`config.mk`:
```
export PLATFORM = sky130hd
export DESIGN_NAME = next_address_ras
export DESIGN_NICKNAME = d
export VERILOG_FILES = /design/src/rtl/next_address_ras.sv
export SDC_FILE = /design/constraint.sdc
export NUM_CORES = 1
export LEC_CHECK = 0
export CAP_MARGIN = 40
export CORE_MARGIN = 1.5
export CORE_UTILIZATION = 56
export CTS_BUF_LIST = sky130_fd_sc_hd__clkbuf_4
export DETAILED_ROUTE_END_ITERATION = 6
export PLACE_DENSITY = 0.84
export SLEW_MARGIN = 20
export SYNTH_ARGS = -nofsm -noshare
export SYNTH_HDL_FRONTEND = slang
export SYNTH_SLANG_ARGS = --single-unit
```
`constraint.sdc`:
```
create_clock -name clk -period 7.1 [get_ports clk]
set_input_delay 1.775 -clock clk [delete_from_list [all_inputs] [get_ports clk]]
set_output_delay 1.775 -clock clk [all_outputs]
set_load 0.005 [all_outputs]
```
`src/rtl/next_address_ras.sv`:
```
// next_address_ras
// Owns the program counter and computes the next fetch address every cycle.
// The next address comes from sequential increment, conditional branch,
// absolute jump, register jump, or a circular return-address stack (RAS).
//
// Ports:
//   clk           rising-edge clock
//   rst           synchronous active-high reset (priority over stall)
//   stall         hold pc, RAS and sticky flags
//   zero_flag     ALU zero flag
//   carry_flag    ALU carry flag
//   msb           ALU result sign bit
//   branch_label  signed word offset for conditional branches
//   brtype        branch condition (used only when pc_sel = 0)
//   jmp_ra        register jump target, also the fallback for a return on empty RAS
//   jmp_label     absolute jump label
//   pc_sel        0 seq/branch, 1 jump label, 2 jump register, 3 return
//   call          with pc_sel 1/2/3: push the link address (pc + 1)
//   pc            registered current PC
//   incr_pc       combinational next PC
//   taken         combinational: next PC is not the pc + 1 path
//   ras_count     number of valid RAS entries
//   ras_overflow  sticky: push while full
//   ras_underflow sticky: pop while empty
module next_address_ras #(
  parameter int                ADDR_W    = 32,
  parameter int                BR_W      = 16,
  parameter int                JMP_W     = 26,
  parameter int                RAS_DEPTH = 4,
  parameter logic [ADDR_W-1:0] RESET_PC  = {ADDR_W{1'b0}}
) (
  input  logic                         clk,
  input  logic                         rst,
  input  logic                         stall,
  input  logic                         zero_flag,
  input  logic                         carry_flag,
  input  logic                         msb,
  input  logic [BR_W-1:0]              branch_label,
  input  logic [2:0]                   brtype,
  input  logic [ADDR_W-1:0]            jmp_ra,
  input  logic [JMP_W-1:0]             jmp_label,
  input  logic [1:0]                   pc_sel,
  input  logic                         call,
  output logic [ADDR_W-1:0]            pc,
  output logic [ADDR_W-1:0]            incr_pc,
  output logic                         taken,
  output logic [$clog2(RAS_DEPTH):0]   ras_count,
  output logic                         ras_overflow,
  output logic                         ras_underflow
);

  localparam int PTR_W = $clog2(RAS_DEPTH);
  localparam int CNT_W = PTR_W + 1;
  localparam logic [CNT_W-1:0] CNT_FULL = CNT_W'(RAS_DEPTH);

  logic [ADDR_W-1:0] pc_r;
  logic [CNT_W-1:0]  ras_count_r;
  logic              ras_overflow_r;
  logic              ras_underflow_r;
  logic [ADDR_W-1:0] ras_mem_r [RAS_DEPTH];
  logic [PTR_W-1:0]  top_ptr_r;

  logic [ADDR_W-1:0] seq_s;
  logic [ADDR_W-1:0] br_off_s;
  logic [ADDR_W-1:0] br_target_s;
  logic [ADDR_W-1:0] incr_pc_s;
  logic              taken_s;
  logic              cond_s;
  logic              push_s;
  logic              pop_s;
  logic              ras_empty_s;
  logic              ras_full_s;
  logic [PTR_W-1:0]  push_ptr_s;

  assign seq_s       = pc_r + ADDR_W'(1'b1);
  // Size cast of a signed operand sign-extends the word offset.
  assign br_off_s    = ADDR_W'($signed(branch_label));
  assign br_target_s = seq_s + br_off_s;
  assign ras_empty_s = (ras_count_r == {CNT_W{1'b0}});
  assign ras_full_s  = (ras_count_r == CNT_FULL);
  // Slot above the top wraps onto the oldest entry when the stack is full.
  assign push_ptr_s  = top_ptr_r + PTR_W'(1'b1);
  assign push_s      = call & (pc_sel != 2'd0);
  assign pop_s       = (pc_sel == 2'd3);

  // Branch condition decode.
  always_comb begin
    cond_s = 1'b0;
    case (brtype)
      3'd0:    cond_s = 1'b0;
      3'd1:    cond_s = 1'b1;
      3'd2:    cond_s = zero_flag;
      3'd3:    cond_s = ~zero_flag;
      3'd4:    cond_s = carry_flag;
      3'd5:    cond_s = ~carry_flag;
      3'd6:    cond_s = ~msb;
      3'd7:    cond_s = msb;
      default: cond_s = 1'b0;
    endcase
  end

  // Next-address selection.
  always_comb begin
    incr_pc_s = seq_s;
    taken_s   = 1'b0;
    case (pc_sel)
      2'd0: begin
        if (cond_s) begin
          incr_pc_s = br_target_s;
          taken_s   = 1'b1;
        end else begin
          incr_pc_s = seq_s;
          taken_s   = 1'b0;
        end
      end
      2'd1: begin
        incr_pc_s = {seq_s[ADDR_W-1:JMP_W], jmp_label};
        taken_s   = 1'b1;
      end
      2'd2: begin
        incr_pc_s = jmp_ra;
        taken_s   = 1'b1;
      end
      2'd3: begin
        if (ras_empty_s) begin
          incr_pc_s = jmp_ra;
        end else begin
          incr_pc_s = ras_mem_r[top_ptr_r];
        end
        taken_s = 1'b1;
      end
      default: begin
        incr_pc_s = seq_s;
        taken_s   = 1'b0;
      end
    endcase
  end

  // Program counter, return-address stack and sticky error flags.
  always_ff @(posedge clk) begin
    if (rst) begin
      pc_r            <= RESET_PC;
      ras_count_r     <= {CNT_W{1'b0}};
      top_ptr_r       <= {PTR_W{1'b0}};
      ras_overflow_r  <= 1'b0;
      ras_underflow_r <= 1'b0;
    end else if (!stall) begin
      pc_r <= incr_pc_s;
      if (pop_s && push_s) begin
        if (ras_empty_s) begin
          // Nothing to pop: the push alone lands.
          ras_mem_r[push_ptr_s] <= seq_s;
          top_ptr_r             <= push_ptr_s;
          ras_count_r           <= CNT_W'(1'b1);
          ras_underflow_r       <= 1'b1;
        end else begin
          // Pop then push collapses to replacing the top in place.
          ras_mem_r[top_ptr_r] <= seq_s;
        end
      end else if (push_s) begin
        ras_mem_r[push_ptr_s] <= seq_s;
        top_ptr_r             <= push_ptr_s;
        if (ras_full_s) begin
          ras_overflow_r <= 1'b1;
        end else begin
          ras_count_r <= ras_count_r + CNT_W'(1'b1);
        end
      end else if (pop_s) begin
        if (ras_empty_s) begin
          ras_underflow_r <= 1'b1;
        end else begin
          top_ptr_r   <= top_ptr_r - PTR_W'(1'b1);
          ras_count_r <= ras_count_r - CNT_W'(1'b1);
        end
      end
    end
  end

  assign pc            = pc_r;
  assign incr_pc       = incr_pc_s;
  assign taken         = taken_s;
  assign ras_count     = ras_count_r;
  assign ras_overflow  = ras_overflow_r;
  assign ras_underflow = ras_underflow_r;

endmodule
```
==> results of run 1 <==
-- stage by stage --
| stage | std cells | util | hold slack (ns) |
|---|---|---|---|
| after floorplan | 915 | - | 0.463 |
| after global placement | 1302 | 0.691 | 0.453 |
| after detailed placement | 1305 | 0.694 | 0.473 |
| after CTS | 1337 | 0.710 | 0.501 |
| after global routing | 1345 | 0.718 | 0.528 |
| final | 1345 | 0.718 | 0.495 |
-- cell type report --
| type | instances | share of cell area |
|---|---|---|
| Multi-Input combinational cell | 667 | 0.400 |
| Antenna cell | 1 | 0.000203 |
| Clock inverter | 14 | 0.00984 |
| Inverter | 32 | 0.00974 |
| Timing Repair Buffer | 219 | 0.167 |
| Clock buffer | 18 | 0.0110 |
| Tap cell | 225 | 0.0228 |
| Sequential cell | 169 | 0.379 |
-- cells in the mapped netlist (5+ instances only) --
| library cell | instances | area share |
|---|---|---|
| edfxtp_1 | 128 | 0.39 |
| nand2_1 | 86 | 0.033 |
| nor2_1 | 76 | 0.029 |
| a21oi_1 | 54 | 0.028 |
| o21ai_0 | 48 | 0.025 |
| dfxtp_1 | 41 | 0.084 |
| clkbuf_1 | 36 | 0.014 |
| nand3_1 | 36 | 0.018 |
| ha_1 | 35 | 0.045 |
| mux4_2 | 32 | 0.074 |
| xnor2_1 | 32 | 0.029 |
| inv_1 | 31 | 0.012 |
| xor2_1 | 21 | 0.019 |
| a21o_1 | 19 | 0.015 |
| nor3_1 | 18 | 0.0092 |
| o22ai_1 | 17 | 0.011 |
| nand4_1 | 15 | 0.0096 |
| mux2i_1 | 11 | 0.011 |
| o211ai_1 | 11 | 0.0084 |
| a211oi_1 | 10 | 0.0077 |
| o21a_1 | 10 | 0.0077 |
| or3_1 | 8 | 0.0051 |
| a311oi_1 | 7 | 0.0063 |
| and3_1 | 7 | 0.0045 |
| and4_1 | 7 | 0.0063 |
| buf_1 | 7 | 0.0027 |
| o221ai_1 | 7 | 0.0063 |
| a31oi_1 | 6 | 0.0038 |
| and2_1 | 6 | 0.0038 |
| a22o_1 | 5 | 0.0045 |
| nand2b_1 | 5 | 0.0032 |
| nor2b_1 | 5 | 0.0032 |
| o31ai_1 | 5 | 0.0038 |
| o32ai_1 | 5 | 0.0045 |
-- worst max path at each step --
stage | depth (start not counted) | end
final | 11 | incr_pc[29]
after global routing | 13 | incr_pc[31]
after CTS | 16 | incr_pc[31]
after detailed placement | 12 | incr_pc[30]
after global placement | 12 | incr_pc[30]
after floorplan | 9 | incr_pc[31]
-- worst max-delay path, stage by stage --
cell,delay (ns)
clkdlybuf4s50_1,0.48
ha_1,0.33
a21oi_1,0.27
and4b_1,0.28
o21ai_0,0.41
nand3_1,0.25
a31oi_1,0.42
o41ai_1,0.15
mux2i_1,0.18
nor2_1,0.15
clkdlybuf4s50_1,0.55
-- registers in the layout, summed over array words and instances (netlist names), named ones only --
name,count
ras_overflow,1
ras_mem_r,128
ras_count,3
pc,32
ras_underflow,1
top_ptr_r,2
-- layer usage --
metal  GRT usage  up-vias  wire length, um
met3      0.0939      113             3810
met2       0.563      657            15000
met4       0.183        0             1410
met5           0        -                0
met1       0.439     4199            11700
li1            -     3904                -
-- placed cells by master (no fill, tap or decap), types with 18 or more instances in the layout --
cell type	n
a21o_1	19
a21oi_1	54
buf_4	61
clkbuf_4	18
clkdlybuf4s50_1	153
dfxtp_1	34
edfxtp_1	128
ha_1	34
inv_1	31
mux4_2	32
nand2_1	86
nand3_1	36
nor2_1	75
o21ai_0	48
xnor2_1	28
xor2_1	19
-- cells by family after synthesis --
group,Yosys count,share of synthesized area
AO/OA/AOI/OAI,245,0.170
XOR/XNOR,53,0.0474
adder cells (fa/ha/maj),37,0.0488
buffers and inverters,79,0.0308
flip-flops,169,0.476
multiplexers,47,0.0894
AND/OR/NAND/NOR,285,0.138
-- timing repair --
| item | 4_1_cts | 5_1_grt |
|---|---|---|
| setup endpoints to repair | 4 | 8 |
| gates resized for setup | 2 | 20 |
| pin swaps | 0 | 5 |
| buffers inserted | 0 | 6 |
-- power by group --
part | leakage (uW) | internal (uW) | switching [uW]
registers | 0.00152 | 1100 | 41.1
logic | 0.00297 | 350 | 385
clock network | 0.000141 | 179 | 363
total | 0.00463 | 1630 | 789
==> flow_summary.json, run 1 <==
{
  "reg2reg_depth": 16,
  "setup_slack_ns": 0.0735,
  "ys_types": 69,
  "r2r_end": "pc[31]",
  "multi_input_area_mm2": 0.00493,
  "setup_viol": 0,
  "track_usage": 0.352,
  "yosys_warnings": 0,
  "wl_um": 32000,
  "fin_crit_sh": 0.990,
  "async_reset_ff_frac": 0,
  "fin_crit_ns": 7.03,
  "ys_ff_latch": 169,
  "core_mm2": 0.0172,
  "vias": 8873,
  "finClkSkew_ns": 0.0304,
  "power_uw": 2420,
  "max_slew_margin": 0.473,
  "status": "finished clean",
  "path_clk_slew_ns": 0.14,
  "area_growth_pct": 25.9,
  "cts_buffer_depth": 2,
  "clockRootBuffer": "clkbuf_4",
  "grt_pass1_wl_um": 47500,
  "finalMaxSlewViolations": 0,
  "vdd_drop_max_mv": 0.0986,
  "startpoint": "branch_label[1]",
  "start_util": 0.571,
  "synthFlopType": "edfxtp_1",
  "rows": 48,
  "hold_class": "flop to flop",
  "via_per_inst": 6.60,
  "design_area_mm2": 0.0123,
  "grt_max_degree": 35,
  "nFillCells": 1253,
  "drc_errors": 0,
  "drv_cap": 0,
  "dieArea_mm2": 0.0183,
  "power.leakage_uw": 0.00463,
  "routedWlPerCell_um": 23.8,
  "max_freq_mhz": 142,
  "place_ws_ns": 0.103,
  "min_from": "ras_overflow",
  "postCtsHoldBufs": 0,
  "avgSynthCellArea_um2": 10.7,
  "criticalPathCategory": "primary input to primary output",
  "gr-total-overflow": 0,
  "ys_seq_area_frac": 0.476,
  "cts_tree": "done",
  "layout.nets": 1229,
  "synthesis.nets": 1038,
  "cts_buffers": 17,
  "syn-instance-count": 915,
  "worstSetupEndpointType": "primary output",
  "power_density_mw_per_mm2": 196,
  "r2r-start": "pc[3]",
  "dpl_cell_area_mm2": 0.0119,
  "fp.dieW_um": 135,
  "synth-edff-count": 128,
  "grt_pass1_vias": 8627,
  "clock_sinks": 169,
  "crit_fanout": 3,
  "syn_area_mm2": 0.00980,
  "min_to": "ras_overflow",
  "startpoint_type": "primary input",
  "gp_congestion": 0.939,
  "drive_gt1_frac": 0.144,
  "worst_pin_slew_ns": 0.790,
  "die_y_um": 135,
  "worstPathArrival_ns": 5.25,
  "hold_depth": 2,
  "tns_ns": 0,
  "seq_area_mm2": 0.00468,
  "ant_nets": 0,
  "hold_viol": 0,
  "reg2reg_slack_ns": 2.82,
  "clk_latency_ns": 0.62,
  "hpwl_um": 22600,
  "antenna_found_initial": 1,
  "portBuffers": 155,
  "h-tree-depth": 4,
  "io_pins": 156,
  "required_ns": 5.33,
  "drt_iter0_markers": 1158,
  "drt_pass1_iterations": 5
}
Note: power is estimated with default switching activity, not from simulation.
==> run 2, diff against run 1 <==
CORE_MARGIN = default   (was 1.5)
REMOVE_ABC_BUFFERS = 1   (was default)
==> flow_summary.json, run 2 (synthesis gave the netlist of run 1 again) <==
{
  "crit_fanout": 20,
  "fin_crit_ns": 7.01,
  "startpoint_type": "primary input",
  "reg2reg_slack_ns": 2.80,
  "regMostFlops": "ras_mem_r",
  "postCtsHoldBufs": 0,
  "fin_crit_sh": 0.987,
  "slowest_stage": "clkdlybuf4s50_1",
  "grt_max_degree": 34,
  "largest_reg_flops": 128,
  "grtUsageMet3": 0.0537,
  "vias": 8512,
  "drt_pass1_iterations": 7,
  "grt_use_met2": 0.544,
  "clk_latency_ns": 0.57,
  "io_pins": 156,
  "cts_buffer_depth": 2,
  "gr-total-overflow": 0,
  "h-tree-depth": 4,
  "layout_commonest_cell": "clkdlybuf4s50_1",
  "min_from": "ras_overflow",
  "routedWlPerCell_um": 22.5,
  "nFillCells": 1277,
  "cts_tree": "done",
  "final_cells": 1337,
  "tns_ns": 0,
  "die_y_um": 134,
  "required_ns": 5.33,
  "drv_cap": 0,
  "startpoint": "branch_label[15]",
  "grt_pass1_vias": 8141,
  "crit_chain": "clkdlybuf4s50_1 > buf_4 > ha_1 > a21o_1 > o41ai_4 > inv_2 > o31a_1 > or4b_1 > a32oi_1 > nand2_1 > clkdlybuf4s50_1",
  "drt_iter0_markers": 1042,
  "cts_buffers": 17,
  "vdd_drop_max_mv": 0.137,
  "rows": 48,
  "finalMaxSlewViolations": 0,
  "final_cell_mix": "153 x clkdlybuf4s50_1, 128 x edfxtp_1, 86 x nand2_1, 75 x nor2_1, 56 x buf_4",
  "antenna_found_initial": 1,
  "wl_um": 30000,
  "track_usage": 0.341,
  "hold_viol": 0,
  "worst_pin_slew_ns": 0.809,
  "reg2reg_depth": 14,
  "crit_top_cell": "clkdlybuf4s50_1",
  "setup_viol": 0,
  "grt_pass1_wl_um": 45600,
  "hpwl_um": 21100,
  "clock_sinks": 169,
  "dp_cells": 1295,
  "power.leakage_uw": 0.00458,
  "worstPathArrival_ns": 5.23,
  "drc_errors": 7,
  "clockRootBuffer": "clkbuf_4",
  "grt.met1_usage": 0.464,
  "busiest_layer": "met2",
  "area_growth_pct": 24.8,
  "cpPeakStageDelay_ns": 0.56,
  "via_per_inst": 6.37,
  "fp.dieW_um": 134,
  "r2r-start": "pc[0]",
  "status": "complete, but fails checks",
  "power_density_mw_per_mm2": 194,
  "finClkSkew_ns": 0.0290,
  "start_util": 0.571,
  "dieArea_mm2": 0.0180,
  "seq_area_mm2": 0.00467,
  "power_uw": 2370,
  "max_freq_mhz": 143,
  "multi_input_area_mm2": 0.00494,
  "dpl_cell_area_mm2": 0.0118,
  "portBuffers": 155,
  "drive_gt1_frac": 0.142,
  "worstSetupEndpointType": "primary output",
  "path_clk_slew_ns": 0.14,
  "max_slew_margin": 0.459,
  "hold_slack_ns": 0.500,
  "hold_depth": 2,
  "core_mm2": 0.0172,
  "violations": "DRC",
  "criticalPathCategory": "primary input to primary output",
  "design_area_mm2": 0.0122,
  "ant_nets": 0,
  "layout.nets": 1221,
  "gp_congestion": 0.970,
  "hold_class": "flop to flop"
}
-- run 2: metrics by stage --
step / worst slack (ns) / utilization
floorplan: 1.21 / -
detailed placement: 0.134 / 0.688
global route: -0.0462 / 0.712
finish: 0.0929 / 0.712
CTS: 0.00452 / 0.704
global placement: 0.166 / 0.688
-- run 2: cell type report --
class / instances / area share
clock buffer: 18 / 0.0110
sequential: 169 / 0.382
tap: 225 / 0.0230
timing repair buffer: 211 / 0.160
clock inverter: 14 / 0.00952
inverter: 32 / 0.00982
antenna: 1 / 0.000205
multi-input combinational: 667 / 0.404
-- run 2: repair_timing --
item	in CTS	in global routing
setup buffers	0	9
pin swaps	0	7
setup endpoints to repair	2	11
resized for setup	4	17
cloned	0	0
-- run 2: path summary, 6_finish.rpt --
path / end
setup / recovery: incr_pc[31]
hold / removal: ras_overflow
setup reg to reg: pc[31]
hold reg to reg: ras_overflow
-- run 2: per-layer routing --
layer	up-vias	wire length [um]
met5	-	0
met4	0	990
met3	63	2840
met2	480	14000
met1	4089	12200
li1	3880	-
-- run 2: worst max-delay path, delay by kind of cell --
kind,cells,cell delay (ns)
and+or+nand+nor,2,0.59
AOI/OAI and AO/OA,4,1.21
buffers and inverters,4,1.36
adders and majority gates,1,0.28
-- run 2: where the power goes --
part / internal (uW) / switching [uW] / total, uW
registers: 1100 / 41.0 / 1150
logic: 341 / 371 / 713
clock network: 149 / 364 / 513
